### config.mk
export PLATFORM = sky130hd
export DESIGN_NAME = cpu_control_sequencer_flat
export DESIGN_NICKNAME = d
export VERILOG_FILES = /design/src/rtl/cpu_control_sequencer_if.sv /design/src/rtl/cpu_control_sequencer.sv /design/src/flat_wrapper.sv
export SDC_FILE = /design/constraint.sdc
export NUM_CORES = 1
export LEC_CHECK = 0
export ABC_AREA = 1
export CORE_ASPECT_RATIO = 1.1
export CORE_UTILIZATION = 35
export DETAILED_ROUTE_END_ITERATION = 16
export SKIP_CTS_REPAIR_TIMING = 1
export SYNTH_ARGS = -nofsm -noshare
export SYNTH_HDL_FRONTEND = slang
export SYNTH_SLANG_ARGS = --single-unit
### constraint.sdc
create_clock -name clk -period 3.35 [get_ports clk]
set_clock_uncertainty 0.15 [all_clocks]
set_input_delay 0.5025 -clock clk [delete_from_list [all_inputs] [get_ports clk]]
set_output_delay 0.5025 -clock clk [all_outputs]
set_load 0.01 [all_outputs]
### src/rtl/cpu_control_sequencer_if.sv
// Control/status bundle between the CPU control sequencer and the datapath it drives.
// The sequencer takes the master side; the datapath (or a bench) takes the slave side.
interface cpu_control_sequencer_if;
  logic        start;
  logic [31:0] INSTRN_DATA_IN;
  logic        mem_ready;

  logic        pc_out;
  logic        mar_in;
  logic        mem_rd;
  logic        mdr_out;
  logic        busc_in;
  logic        pc_inc;
  logic        instrn_out;

  logic [4:0]  rega_sel;
  logic [4:0]  regb_sel;
  logic [4:0]  regc_sel;
  logic        reg_a_out;
  logic        reg_b_out;
  logic        reg_c_in;
  logic [3:0]  alu_op;

  logic        halted;
  logic        fault;
  logic [15:0] instr_count;

  modport master (
    input  start, INSTRN_DATA_IN, mem_ready,
    output pc_out, mar_in, mem_rd, mdr_out, busc_in, pc_inc, instrn_out,
    output rega_sel, regb_sel, regc_sel, reg_a_out, reg_b_out, reg_c_in, alu_op,
    output halted, fault, instr_count
  );

  modport slave (
    output start, INSTRN_DATA_IN, mem_ready,
    input  pc_out, mar_in, mem_rd, mdr_out, busc_in, pc_inc, instrn_out,
    input  rega_sel, regb_sel, regc_sel, reg_a_out, reg_b_out, reg_c_in, alu_op,
    input  halted, fault, instr_count
  );
endinterface

### src/rtl/cpu_control_sequencer.sv
// Multi-cycle fetch/decode/execute/writeback control FSM for the three-bus CPU datapath.
// Enables are registered from the next state; register selects decode state plus latched fields.
module cpu_control_sequencer #(
  parameter int unsigned MEM_TIMEOUT = 15
) (
  input logic                      clk,
  input logic                      rst,
  cpu_control_sequencer_if.master  bus
);

  typedef enum logic [2:0] {
    IDLE, FETCH0, FETCH_WAIT, FETCH1, DECODE, EXEC, WB, HALT
  } state_t;

  localparam logic [7:0] WAIT_LAST = 8'(MEM_TIMEOUT - 1);

  state_t      state, state_n;
  logic [7:0]  wait_cnt;
  logic [5:0]  opcode_q;
  logic [4:0]  rd_q, rs_q, rt_q;
  logic [15:0] count_q;
  logic        fault_q;
  logic        pc_out_q, mar_in_q, mem_rd_q, mdr_out_q, busc_in_q, pc_inc_q, instrn_out_q;
  logic        reg_a_out_q, reg_b_out_q, reg_c_in_q, halted_q;

  logic [5:0]  opcode_in;
  logic        is_alu;
  logic        timeout;
  logic        retire;
  logic        unused_bits;

  assign opcode_in   = bus.INSTRN_DATA_IN[31:26];
  assign is_alu      = (opcode_in[5:4] == 2'b00) && (opcode_in != 6'h00);
  assign timeout     = (wait_cnt == WAIT_LAST);
  assign retire      = ((state == DECODE) && (opcode_in == 6'h00)) || (state == WB);
  assign unused_bits = &{1'b0, opcode_q[5:4], bus.INSTRN_DATA_IN[10:0]};

  always_comb begin
    state_n = state;
    unique case (state)
      IDLE:       if (bus.start) state_n = FETCH0;
      FETCH0:     state_n = FETCH_WAIT;
      // ready takes priority over the final timeout cycle
      FETCH_WAIT: if (bus.mem_ready) state_n = FETCH1;
                  else if (timeout)  state_n = HALT;
      FETCH1:     state_n = DECODE;
      DECODE:     if (opcode_in == 6'h00) state_n = FETCH0;
                  else if (is_alu)        state_n = EXEC;
                  else                    state_n = HALT;
      EXEC:       state_n = WB;
      WB:         state_n = FETCH0;
      HALT:       if (bus.start) state_n = FETCH0;
    endcase
  end

  always_ff @(posedge clk or posedge rst) begin
    if (rst) begin
      state        <= IDLE;
      wait_cnt     <= '0;
      opcode_q     <= '0;
      rd_q         <= '0;
      rs_q         <= '0;
      rt_q         <= '0;
      count_q      <= '0;
      fault_q      <= 1'b0;
      pc_out_q     <= 1'b0;
      mar_in_q     <= 1'b0;
      mem_rd_q     <= 1'b0;
      mdr_out_q    <= 1'b0;
      busc_in_q    <= 1'b0;
      pc_inc_q     <= 1'b0;
      instrn_out_q <= 1'b0;
      reg_a_out_q  <= 1'b0;
      reg_b_out_q  <= 1'b0;
      reg_c_in_q   <= 1'b0;
      halted_q     <= 1'b0;
    end else begin
      state        <= state_n;
      pc_out_q     <= (state_n == FETCH0);
      mar_in_q     <= (state_n == FETCH0);
      mem_rd_q     <= (state_n == FETCH0) || (state_n == FETCH_WAIT);
      mdr_out_q    <= (state_n == FETCH1);
      busc_in_q    <= (state_n == FETCH1);
      pc_inc_q     <= (state_n == FETCH1);
      instrn_out_q <= (state_n == DECODE);
      reg_a_out_q  <= (state_n == EXEC);
      reg_b_out_q  <= (state_n == EXEC);
      reg_c_in_q   <= (state_n == WB);
      halted_q     <= (state_n == HALT);

      if (state == FETCH0)
        wait_cnt <= '0;
      else if ((state == FETCH_WAIT) && !bus.mem_ready)
        wait_cnt <= wait_cnt + 8'd1;

      if (state == DECODE)
        {opcode_q, rd_q, rs_q, rt_q} <= bus.INSTRN_DATA_IN[31:11];

      if (retire)
        count_q <= count_q + 16'd1;

      if ((state == FETCH_WAIT) && !bus.mem_ready && timeout)
        fault_q <= 1'b1;
      else if ((state == DECODE) && (state_n == HALT) && (opcode_in != 6'h3F))
        fault_q <= 1'b1;
      else if ((state == HALT) && bus.start)
        fault_q <= 1'b0;
    end
  end

  assign bus.pc_out      = pc_out_q;
  assign bus.mar_in      = mar_in_q;
  assign bus.mem_rd      = mem_rd_q;
  assign bus.mdr_out     = mdr_out_q;
  assign bus.busc_in     = busc_in_q;
  assign bus.pc_inc      = pc_inc_q;
  assign bus.instrn_out  = instrn_out_q;
  assign bus.reg_a_out   = reg_a_out_q;
  assign bus.reg_b_out   = reg_b_out_q;
  assign bus.reg_c_in    = reg_c_in_q;
  assign bus.halted      = halted_q;
  assign bus.fault       = fault_q;
  assign bus.instr_count = count_q;

  assign bus.rega_sel = (state == EXEC) ? rs_q : '0;
  assign bus.regb_sel = (state == EXEC) ? rt_q : '0;
  assign bus.regc_sel = (state == WB)   ? rd_q : '0;
  assign bus.alu_op   = ((state == EXEC) || (state == WB)) ? opcode_q[3:0] : '0;

endmodule
### src/flat_wrapper.sv
// flat-port wrapper written by rule: the top's interface ports become plain ports
module cpu_control_sequencer_flat 
#(
  parameter int unsigned MEM_TIMEOUT = 15
)
  (clk, rst, bus_start, bus_INSTRN_DATA_IN, bus_mem_ready, bus_pc_out, bus_mar_in, bus_mem_rd, bus_mdr_out, bus_busc_in, bus_pc_inc, bus_instrn_out, bus_rega_sel, bus_regb_sel, bus_regc_sel, bus_reg_a_out, bus_reg_b_out, bus_reg_c_in, bus_alu_op, bus_halted, bus_fault, bus_instr_count);
  cpu_control_sequencer_if bus_i ();
  input logic clk;
  input logic rst;
  input wire logic [$bits(bus_i.start)-1:0] bus_start;
  input wire logic [$bits(bus_i.INSTRN_DATA_IN)-1:0] bus_INSTRN_DATA_IN;
  input wire logic [$bits(bus_i.mem_ready)-1:0] bus_mem_ready;
  output wire logic [$bits(bus_i.pc_out)-1:0] bus_pc_out;
  output wire logic [$bits(bus_i.mar_in)-1:0] bus_mar_in;
  output wire logic [$bits(bus_i.mem_rd)-1:0] bus_mem_rd;
  output wire logic [$bits(bus_i.mdr_out)-1:0] bus_mdr_out;
  output wire logic [$bits(bus_i.busc_in)-1:0] bus_busc_in;
  output wire logic [$bits(bus_i.pc_inc)-1:0] bus_pc_inc;
  output wire logic [$bits(bus_i.instrn_out)-1:0] bus_instrn_out;
  output wire logic [$bits(bus_i.rega_sel)-1:0] bus_rega_sel;
  output wire logic [$bits(bus_i.regb_sel)-1:0] bus_regb_sel;
  output wire logic [$bits(bus_i.regc_sel)-1:0] bus_regc_sel;
  output wire logic [$bits(bus_i.reg_a_out)-1:0] bus_reg_a_out;
  output wire logic [$bits(bus_i.reg_b_out)-1:0] bus_reg_b_out;
  output wire logic [$bits(bus_i.reg_c_in)-1:0] bus_reg_c_in;
  output wire logic [$bits(bus_i.alu_op)-1:0] bus_alu_op;
  output wire logic [$bits(bus_i.halted)-1:0] bus_halted;
  output wire logic [$bits(bus_i.fault)-1:0] bus_fault;
  output wire logic [$bits(bus_i.instr_count)-1:0] bus_instr_count;
  assign bus_i.start = bus_start;
  assign bus_i.INSTRN_DATA_IN = bus_INSTRN_DATA_IN;
  assign bus_i.mem_ready = bus_mem_ready;
  assign bus_pc_out = bus_i.pc_out;
  assign bus_mar_in = bus_i.mar_in;
  assign bus_mem_rd = bus_i.mem_rd;
  assign bus_mdr_out = bus_i.mdr_out;
  assign bus_busc_in = bus_i.busc_in;
  assign bus_pc_inc = bus_i.pc_inc;
  assign bus_instrn_out = bus_i.instrn_out;
  assign bus_rega_sel = bus_i.rega_sel;
  assign bus_regb_sel = bus_i.regb_sel;
  assign bus_regc_sel = bus_i.regc_sel;
  assign bus_reg_a_out = bus_i.reg_a_out;
  assign bus_reg_b_out = bus_i.reg_b_out;
  assign bus_reg_c_in = bus_i.reg_c_in;
  assign bus_alu_op = bus_i.alu_op;
  assign bus_halted = bus_i.halted;
  assign bus_fault = bus_i.fault;
  assign bus_instr_count = bus_i.instr_count;
  cpu_control_sequencer #(.MEM_TIMEOUT(MEM_TIMEOUT)) u_core (.clk(clk), .rst(rst), .bus(bus_i));
endmodule
### Yosys cells after proc, flatten, opt, wreduce, memory -nomap -nowiden

Cells that the tools add are included.

| operators by class | value |
|---|---|
| shifts and indexed selects | 0 |
| multipliers | 0 |
| multiplexer cells | 15 |
| $lt $le $gt $ge | 0 |
| reduce and logical (&&, ||, !) cells | 18 |
| equal/unequal tests | 16 |
| bitwise operators | 0 |
| div/mod/pow operators | 0 |
| add/subtract/negate cells | 2 |

Operators by type and width:

| kind | count |
|---|---|
| == test 3 bit, second input constant | 8 |
| one-hot mux 3 bit (7 select lines) | 1 |
| adder 16 x 1 -> 16 bit, second input constant | 1 |
| two-way mux 8 bit | 2 |
| two-way mux 5 bit | 3 |
| == test 3 x 2 -> 1 bit, second input constant | 4 |
| two-way mux 3 bit | 4 |
| adder 8 x 1 -> 8 bit, second input constant | 1 |
| == test 8 x 4 -> 1 bit, second input constant | 1 |
| logical AND 1 bit | 7 |
| == test 3 x 1 -> 1 bit, second input constant | 2 |
| zero test 6 bit | 1 |
| != test 6 bit, second input constant | 1 |
| nonzero test 6 bit | 1 |
| two-way mux 4 bit | 1 |
| zero test 3 bit | 1 |
| logical OR 1 bit | 3 |
| two-way mux 1 bit | 3 |
| nonzero test 3 bit | 1 |
| zero test 2 bit | 1 |
| two-way mux 2 bit | 1 |
| nonzero test 2 bit | 1 |
| OR reduction 2 bit | 1 |
| zero test 1 bit | 1 |

| storage, ports and cells | value |
|---|---|
| memories | 0 |
| logic and storage cells | 66 |
| bits in latches | 0 |
| bits in read-only memories | 0 |
| memory bits (writable) | 0 |
| flip-flop bits (word level) | 54 |

### Longest topological paths before layout

Gate-level depths: netlist (run 1).

| logic depth | value |
|---|---|
| depth after elaboration | 10 |
| depth in mapped cells | 9 |

### Worst setup path before layout (run 1)

Ideal clock, no wire load.

| timing path | value |
|---|---|
| path kind | register to output |
| start point | register u_core.state[0] |
| end point | output bus_alu_op[0] |
| slack | 1563 ps |
| data required time | 2697 ps |
| cell stages (with the launch flop) | 9 |
| arrival | 1135 ps |
| buffers on the path | 1 |
| path through | dfrtp_1 > buf_4 > inv_1 > nand2_2 > inv_2 > nand2_1 > nand2_1 > inv_1 > nor2_1 |

| between the ends | value |
|---|---|
| cells in the longest elaborated chain, start to end | 3 |

Ends and longest elaborated chain:

| element | line | text |
|---|---|---|
| start: declaration | cpu_control_sequencer.sv:17 | `state_t state, state_n;` |
| start signal: assignment | cpu_control_sequencer.sv:78 | `state <= state_n;` |
| == test 3 bit | cpu_control_sequencer.sv:128 | `assign bus.alu_op = ((state == EXEC) \|\| (state == WB)) ? opcode_q[3:0] : '0;` |
| logical OR 1 bit * | cpu_control_sequencer.sv:128 |  |
| two-way mux 4 bit * | cpu_control_sequencer.sv:128 |  |
| end: declaration | flat_wrapper.sv:26 | `output wire logic [$bits(bus_i.alu_op)-1:0] bus_alu_op;` |

Every way passes the cells marked *; elsewhere a longest branch is shown, timed or not.

### Final worst setup path (run 1)

| timing path | value |
|---|---|
| start point | register u_core.state[1] |
| end point | output bus_alu_op[3] |

The elaborated chain is that of the path after synthesis.

==> impl_metrics.json, run 1 <==
{
  "crit_arrival_ns": 2.15,
  "fin_crit_ns": 2.80,
  "layout.nets": 465,
  "setup_tns_ns": 0,
  "via_count": 2389,
  "switchingPower_w": 0.000891,
  "pin_count": 83,
  "grt_pass1_wl_um": 10400,
  "p_int_w": 0.00147,
  "rows": 33,
  "clk_path_buf_depth": 2,
  "drt_iter0_markers": 91,
  "root_buffer": "clkbuf_8",
  "ant_nets": 0,
  "p_leak_nw": 1.65,
  "routed_wl_um": 6150,
  "r2r_setup_slack_ns": 1.51,
  "synth.avg_cell_area_um2": 7.77,
  "cp-startpoint": "u_core.state[1]",
  "layout-drive-gt1-share": 0.0585,
  "place_inst": 524,
  "cts_tree": "built",
  "yosysSeqAreaShare": 0.486,
  "die-area_um2": 8310,
  "clock_power_share": 0.184,
  "placement.setup.worst_slack_ns": 0.892,
  "place.gp.congestion": 0.844,
  "clk_pin_slew_ns": 0.09,
  "yosysUniqueCellTypes": 29,
  "numCtsBuffers": 5,
  "drc": 0,
  "cp-end-kind": "output pin",
  "synthToLayoutAreaGrowth_pct": 31.4,
  "worstRegToRegCells": 9,
  "r2r_end": "u_core.bus.mem_rd",
  "nFillCells": 754,
  "yosys_warnings": 0,
  "portBuffers": 71,
  "multi_input_area_um2": 1150,
  "p_per_area_nw_per_um2": 647,
  "htreeDepth": 2,
  "netlist_area_um2": 2780,
  "grt_use_total": 0.162,
  "overflow": 0,
  "tightestPinTransition_ns": 0.671,
  "hold_viol": 0,
  "synthCells": 358,
  "worst_slack_ns": 0.552,
  "power.share.sequential": 0.417,
  "regArea_um2": 1350,
  "irDropWorstVdd_v": 0.000249,
  "synth-seq-cells": 54,
  "start_kind": "flop",
  "min_path_type": "flop to flop",
  "criticalPathCategory": "flop to output pin",
  "die_w_um": 87.0,
  "dieHeight_um": 95.5,
  "routed_via_density": 4.49,
  "diodes": 0,
  "grt_max_degree": 55,
  "worstPathMaxFanout": 13,
  "drv_slew": 0,
  "crit_required_ns": 2.70,
  "dp_hpwl_um": 4580,
  "swShare": 0.377,
  "clk_latency_ns": 0.30,
  "period_share": 0.835,
  "rsz0062_at_grt": "false",
  "antenna_found_initial": 0,
  "maxCapViolations": 0,
  "clock-sinks": 54,
  "relSlewSlack": 0.553,
  "fin_cells": 532,
  "outcome": "finished clean",
  "drt_first_pass_iters": 4,
  "wire_per_inst_um": 11.6,
  "start_util": 0.368,
  "power_frac_comb": 0.399,
  "endpoint": "bus_alu_op[3]",
  "coreArea_um2": 7560,
  "first_global_vias": 2277,
  "fmax_mhz": 357,
  "setup_violations": 0,
  "syn_nets": 397,
  "worstReg2RegStart": "u_core.state[0]"
}
[per-stage QoR]
step / util / power, W / hold WS, ns / area [um^2]
final: 0.484 / 0.00236 / 0.376 / 3650
after global routing: 0.484 / 0.00256 / 0.406 / 3650
after CTS: 0.484 / 0.00239 / 0.379 / 3650
after detailed placement: 0.469 / 0.00195 / 0.353 / 3550
after global placement: 0.469 / 0.00193 / 0.338 / 3550
after floorplan: - / 0.00162 / 0.322 / 2780
[power groups by stage]
stage | clock network [W] | logic [W] | registers, W
floorplan | 0 | 0.000642 | 0.000974
global route | 0.000475 | 0.00107 | 0.00101
CTS | 0.000449 | 0.000956 | 0.000986
finish | 0.000435 | 0.000944 | 0.000986
global placement | 0 | 0.000933 | 0.000995
detailed placement | 0 | 0.000951 | 0.000999
[worst min path at each step]
| stage | start | slack (ns) | to | cells after the start |
|---|---|---|---|---|
| global route | u_core.bus.instr_count[2] | 0.41 | u_core.bus.instr_count[2] | 1 |
| detailed placement | u_core.wait_cnt[6] | 0.35 | u_core.wait_cnt[6] | 2 |
| global placement | u_core.wait_cnt[6] | 0.34 | u_core.wait_cnt[6] | 2 |
| finish | u_core.wait_cnt[6] | 0.38 | u_core.wait_cnt[6] | 2 |
| floorplan | u_core.wait_cnt[6] | 0.32 | u_core.wait_cnt[6] | 2 |
| CTS | u_core.wait_cnt[6] | 0.38 | u_core.wait_cnt[6] | 2 |
[cell families (layout without fill, tap and decap cells)]
kind of cell,after synthesis,count (layout),share of synthesized area
AND/OR/NAND/NOR,186,186,0.282
AO/OA/AOI/OAI,42,42,0.0823
adder cells (fa/ha/maj),3,3,0.0135
buffers and inverters,61,130,0.0990
XOR/XNOR,12,12,0.0378
flip-flops,54,54,0.486
[placed cells by master, fill, tap and decap left out]
cell / synthesis / routed
o22ai_1: 1 / 1
dfrtp_1: 54 / 54
clkbuf_1: 1 / 2
nand3_1: 17 / 17
nand3_2: 1 / 1
nand3b_1: 1 / 1
ha_1: 3 / 3
a21oi_4: 1 / 1
o21ai_0: 30 / 30
nor2_4: 2 / 2
bufinv_16: 0 / 1
nand2_1: 96 / 96
nor2_2: 1 / 1
a21oi_1: 3 / 3
o211ai_1: 1 / 1
xor2_1: 6 / 6
inv_2: 5 / 6
inv_1: 44 / 43
o21bai_1: 1 / 1
a31oi_1: 1 / 1
nor3_1: 3 / 3
o21ai_1: 4 / 4
clkbuf_8: 0 / 5
clkdlybuf4s50_1: 0 / 71
nand4_1: 4 / 4
nor3_2: 2 / 2
nand2_2: 4 / 4
xnor2_1: 6 / 6
buf_4: 8 / 2
nor2_1: 55 / 55
[critical path: stages (launching register included)]
cell	delay [ns]
dfrtp_1	0.51
inv_2	0.17
nand3_2	0.27
nand2_1	0.16
inv_1	0.09
nor2_1	0.10
clkdlybuf4s50_1	0.54
[synth_stat cells (all sizes together)]
cell type	instances	share of area
ha	3	0.013
o21bai	1	0.0027
o22ai	1	0.0023
a31oi	1	0.0023
nor3	5	0.013
clkbuf	2	0.0031
a21oi	4	0.011
nand4	4	0.0090
xor2	6	0.019
nand2	100	0.14
dfrtp	54	0.49
xnor2	6	0.019
o21ai	34	0.061
inv	49	0.066
nand3	18	0.034
nor2	58	0.085
nand3b	1	0.0027
o211ai	1	0.0027
buf	10	0.030
[sequential cells by signal (all words and copies together) (netlist names)]
signal,count
u_core.bus.fault,1
u_core.bus.halted,1
u_core.bus.instr_count,16
u_core.bus.instrn_out,1
u_core.bus.mdr_out,1
u_core.bus.mem_rd,1
u_core.bus.pc_out,1
u_core.bus.reg_a_out,1
u_core.bus.reg_c_in,1
u_core.opcode_q,4
u_core.rd_q,5
u_core.rs_q,5
u_core.rt_q,5
u_core.state,3
u_core.wait_cnt,8
[layout make-up]
| type | count | share of cell area |
|---|---|---|
| sequential | 54 | 0.370 |
| tap | 105 | 0.0360 |
| inverter | 49 | 0.0503 |
| multi-input combinational | 243 | 0.316 |
| clock buffer | 7 | 0.0209 |
| timing repair buffer | 73 | 0.199 |
| clock inverter | 1 | 0.00822 |
[routing by layer]
layer | up-vias | global-route usage | wire length (um)
met5 | - | 0 | 0
met3 | 10 | 0.0286 | 207
met4 | 0 | 0.0514 | 108
met1 | 1100 | 0.198 | 2720
li1 | 1230 | - | -
met2 | 49 | 0.288 | 3110
Power figures use the tool's default switching activity.
==> run 2: changes to the inputs <==
clock period = 2.8 ns   (was 3.35 ns; I/O delays follow)
==> run 2 against run 1 <==
  * Register-to-register slack worse by 0.32 ns
  * Total power up 15%
  * Sequential share of layout area up 0.23 points
  * Sequential cell count unchanged
  * Die area unchanged
  * Clock power down 5.5%
  * Design area down 0.51%
  * Largest power group unchanged
==> impl_metrics.json, run 2 (synthesis results as in run 1) <==
{
  "root_buffer": "clkbuf_8",
  "start_kind": "flop",
  "diodes": 0,
  "clk_path_buf_depth": 2,
  "cp.buffers_inverters": 4,
  "power.share.sequential": 0.427,
  "min_path_type": "flop to flop",
  "final_cell_mix": "nand2_1, clkdlybuf4s50_1, nor2_1, dfrtp_1, inv_1",
  "final_area_um2": 3630,
  "ant_nets": 0,
  "tightestPinTransition_ns": 0.686,
  "drt_iter0_markers": 107,
  "worstPathCellList": "inv_1 -> nand2_2 -> inv_2 -> nand2_1 -> nand2_1 -> inv_1 -> nor2_1 -> clkdlybuf4s50_1",
  "fmax_mhz": 384,
  "p_leak_nw": 1.65,
  "cts_tree": "built",
  "overflow": 0,
  "switchingPower_w": 0.00105,
  "routed_wl_um": 6070,
  "first_global_vias": 2325,
  "clk_latency_ns": 0.29,
  "htreeDepth": 2,
  "relSlewSlack": 0.543,
  "setup_violations": 0,
  "slowest_delay_ns": 0.54,
  "place_inst": 525,
  "post_dp_cell_area_um2": 3550,
  "cp-end-kind": "output pin",
  "p_per_area_nw_per_um2": 750,
  "cp_slowest_cell": "clkdlybuf4s50_1",
  "crit_arrival_ns": 2.03,
  "clk_pin_slew_ns": 0.09,
  "p_int_w": 0.00168,
  "numCtsBuffers": 5,
  "clock-sinks": 54,
  "hold_viol": 0,
  "pin_count": 83,
  "antenna_found_initial": 0,
  "drc": 0,
  "outcome": "finished clean",
  "power_frac_comb": 0.423,
  "start_util": 0.368,
  "fin_cells": 532,
  "period_share": 0.930,
  "irDropWorstVdd_v": 0.000310,
  "via_count": 2429,
  "fin_crit_ns": 2.60,
  "fin_util": 0.481,
  "grt_pass1_wl_um": 10400,
  "rsz0062_at_grt": "false",
  "crit_family": "buffers and inverters",
  "layout-drive-gt1-share": 0.0656,
  "grt_use_total": 0.159,
  "grt_max_degree": 55,
  "largest_reg_flops": 16,
  "coreArea_um2": 7560,
  "layout.nets": 466,
  "portBuffers": 71,
  "finalPower_w": 0.00273,
  "swShare": 0.385,
  "routed_via_density": 4.57,
  "synthToLayoutAreaGrowth_pct": 30.7,
  "rows": 33,
  "wire_per_inst_um": 11.4,
  "drt_first_pass_iters": 4,
  "dp_hpwl_um": 4620,
  "layout_commonest_cell": "nand2_1",
  "crit_required_ns": 2.23,
  "maxCapViolations": 0,
  "criticalPathCategory": "flop to output pin",
  "drv_slew": 0,
  "die_w_um": 87.0,
  "dieHeight_um": 95.5,
  "worstPathMaxFanout": 8,
  "die-area_um2": 8310,
  "setup_tns_ns": 0,
  "place.gp.congestion": 0.827,
  "clock_power_share": 0.151
}
==> run 2: layout make-up <==
cell class,instances,area (um^2)
clock inverters,2,10.0
flip-flops and latches,54,1350
fillers,766,3920
inverters,49,184
well taps,105,131
multi-input cells,243,1150
clock buffers,5,68.8
repair buffers,74,733
==> run 2: power groups by stage <==
stage / sequential [W] / combinational (W) / clock [W]
floorplan: 0.00117 / 0.000768 / 0
global placement: 0.00117 / 0.00114 / 0
detailed placement: 0.00118 / 0.00117 / 0
CTS: 0.00116 / 0.00117 / 0.000435
global route: 0.00119 / 0.00130 / 0.000463
finish: 0.00116 / 0.00115 / 0.000411
==> run 2: tightest hold or removal path, delay by kind of cell (launching register included) <==
kind,cells,cell delay [ns]
DFF,1,0.37
and+or+nand+nor,2,0.13
==> run 2: metal layers <==
metal / track usage / share of wire / up-vias
met5: 0 / 0 / -
met4: 0.0333 / 0.0059 / 0
met3: 0.0260 / 0.029 / 4
met2: 0.295 / 0.52 / 36
met1: 0.192 / 0.44 / 1149
li1: - / - / 1240
==> run 2: final timing paths <==
check                                      to  slack (ns)               start  cells after the start
setup / recovery                bus_alu_op[1]        0.20     u_core.state[0]                      8
hold reg to reg            u_core.wait_cnt[6]        0.38  u_core.wait_cnt[6]                      2
max in group asynchronous     u_core.state[0]        1.55                 rst                      3
hold / removal             u_core.wait_cnt[6]        0.38  u_core.wait_cnt[6]                      2
min in group asynchronous      u_core.rd_q[3]        0.45                 rst                      3
setup reg to reg            u_core.bus.mem_rd        1.19  u_core.wait_cnt[0]                      9
==> run 2: per-stage QoR <==
step,setup WS (ns),hold slack (ns)
after floorplan,0.915,0.322
after global placement,0.486,0.338
after detailed placement,0.467,0.358
after CTS,0.123,0.382
after global routing,0.0367,0.396
final,0.196,0.375
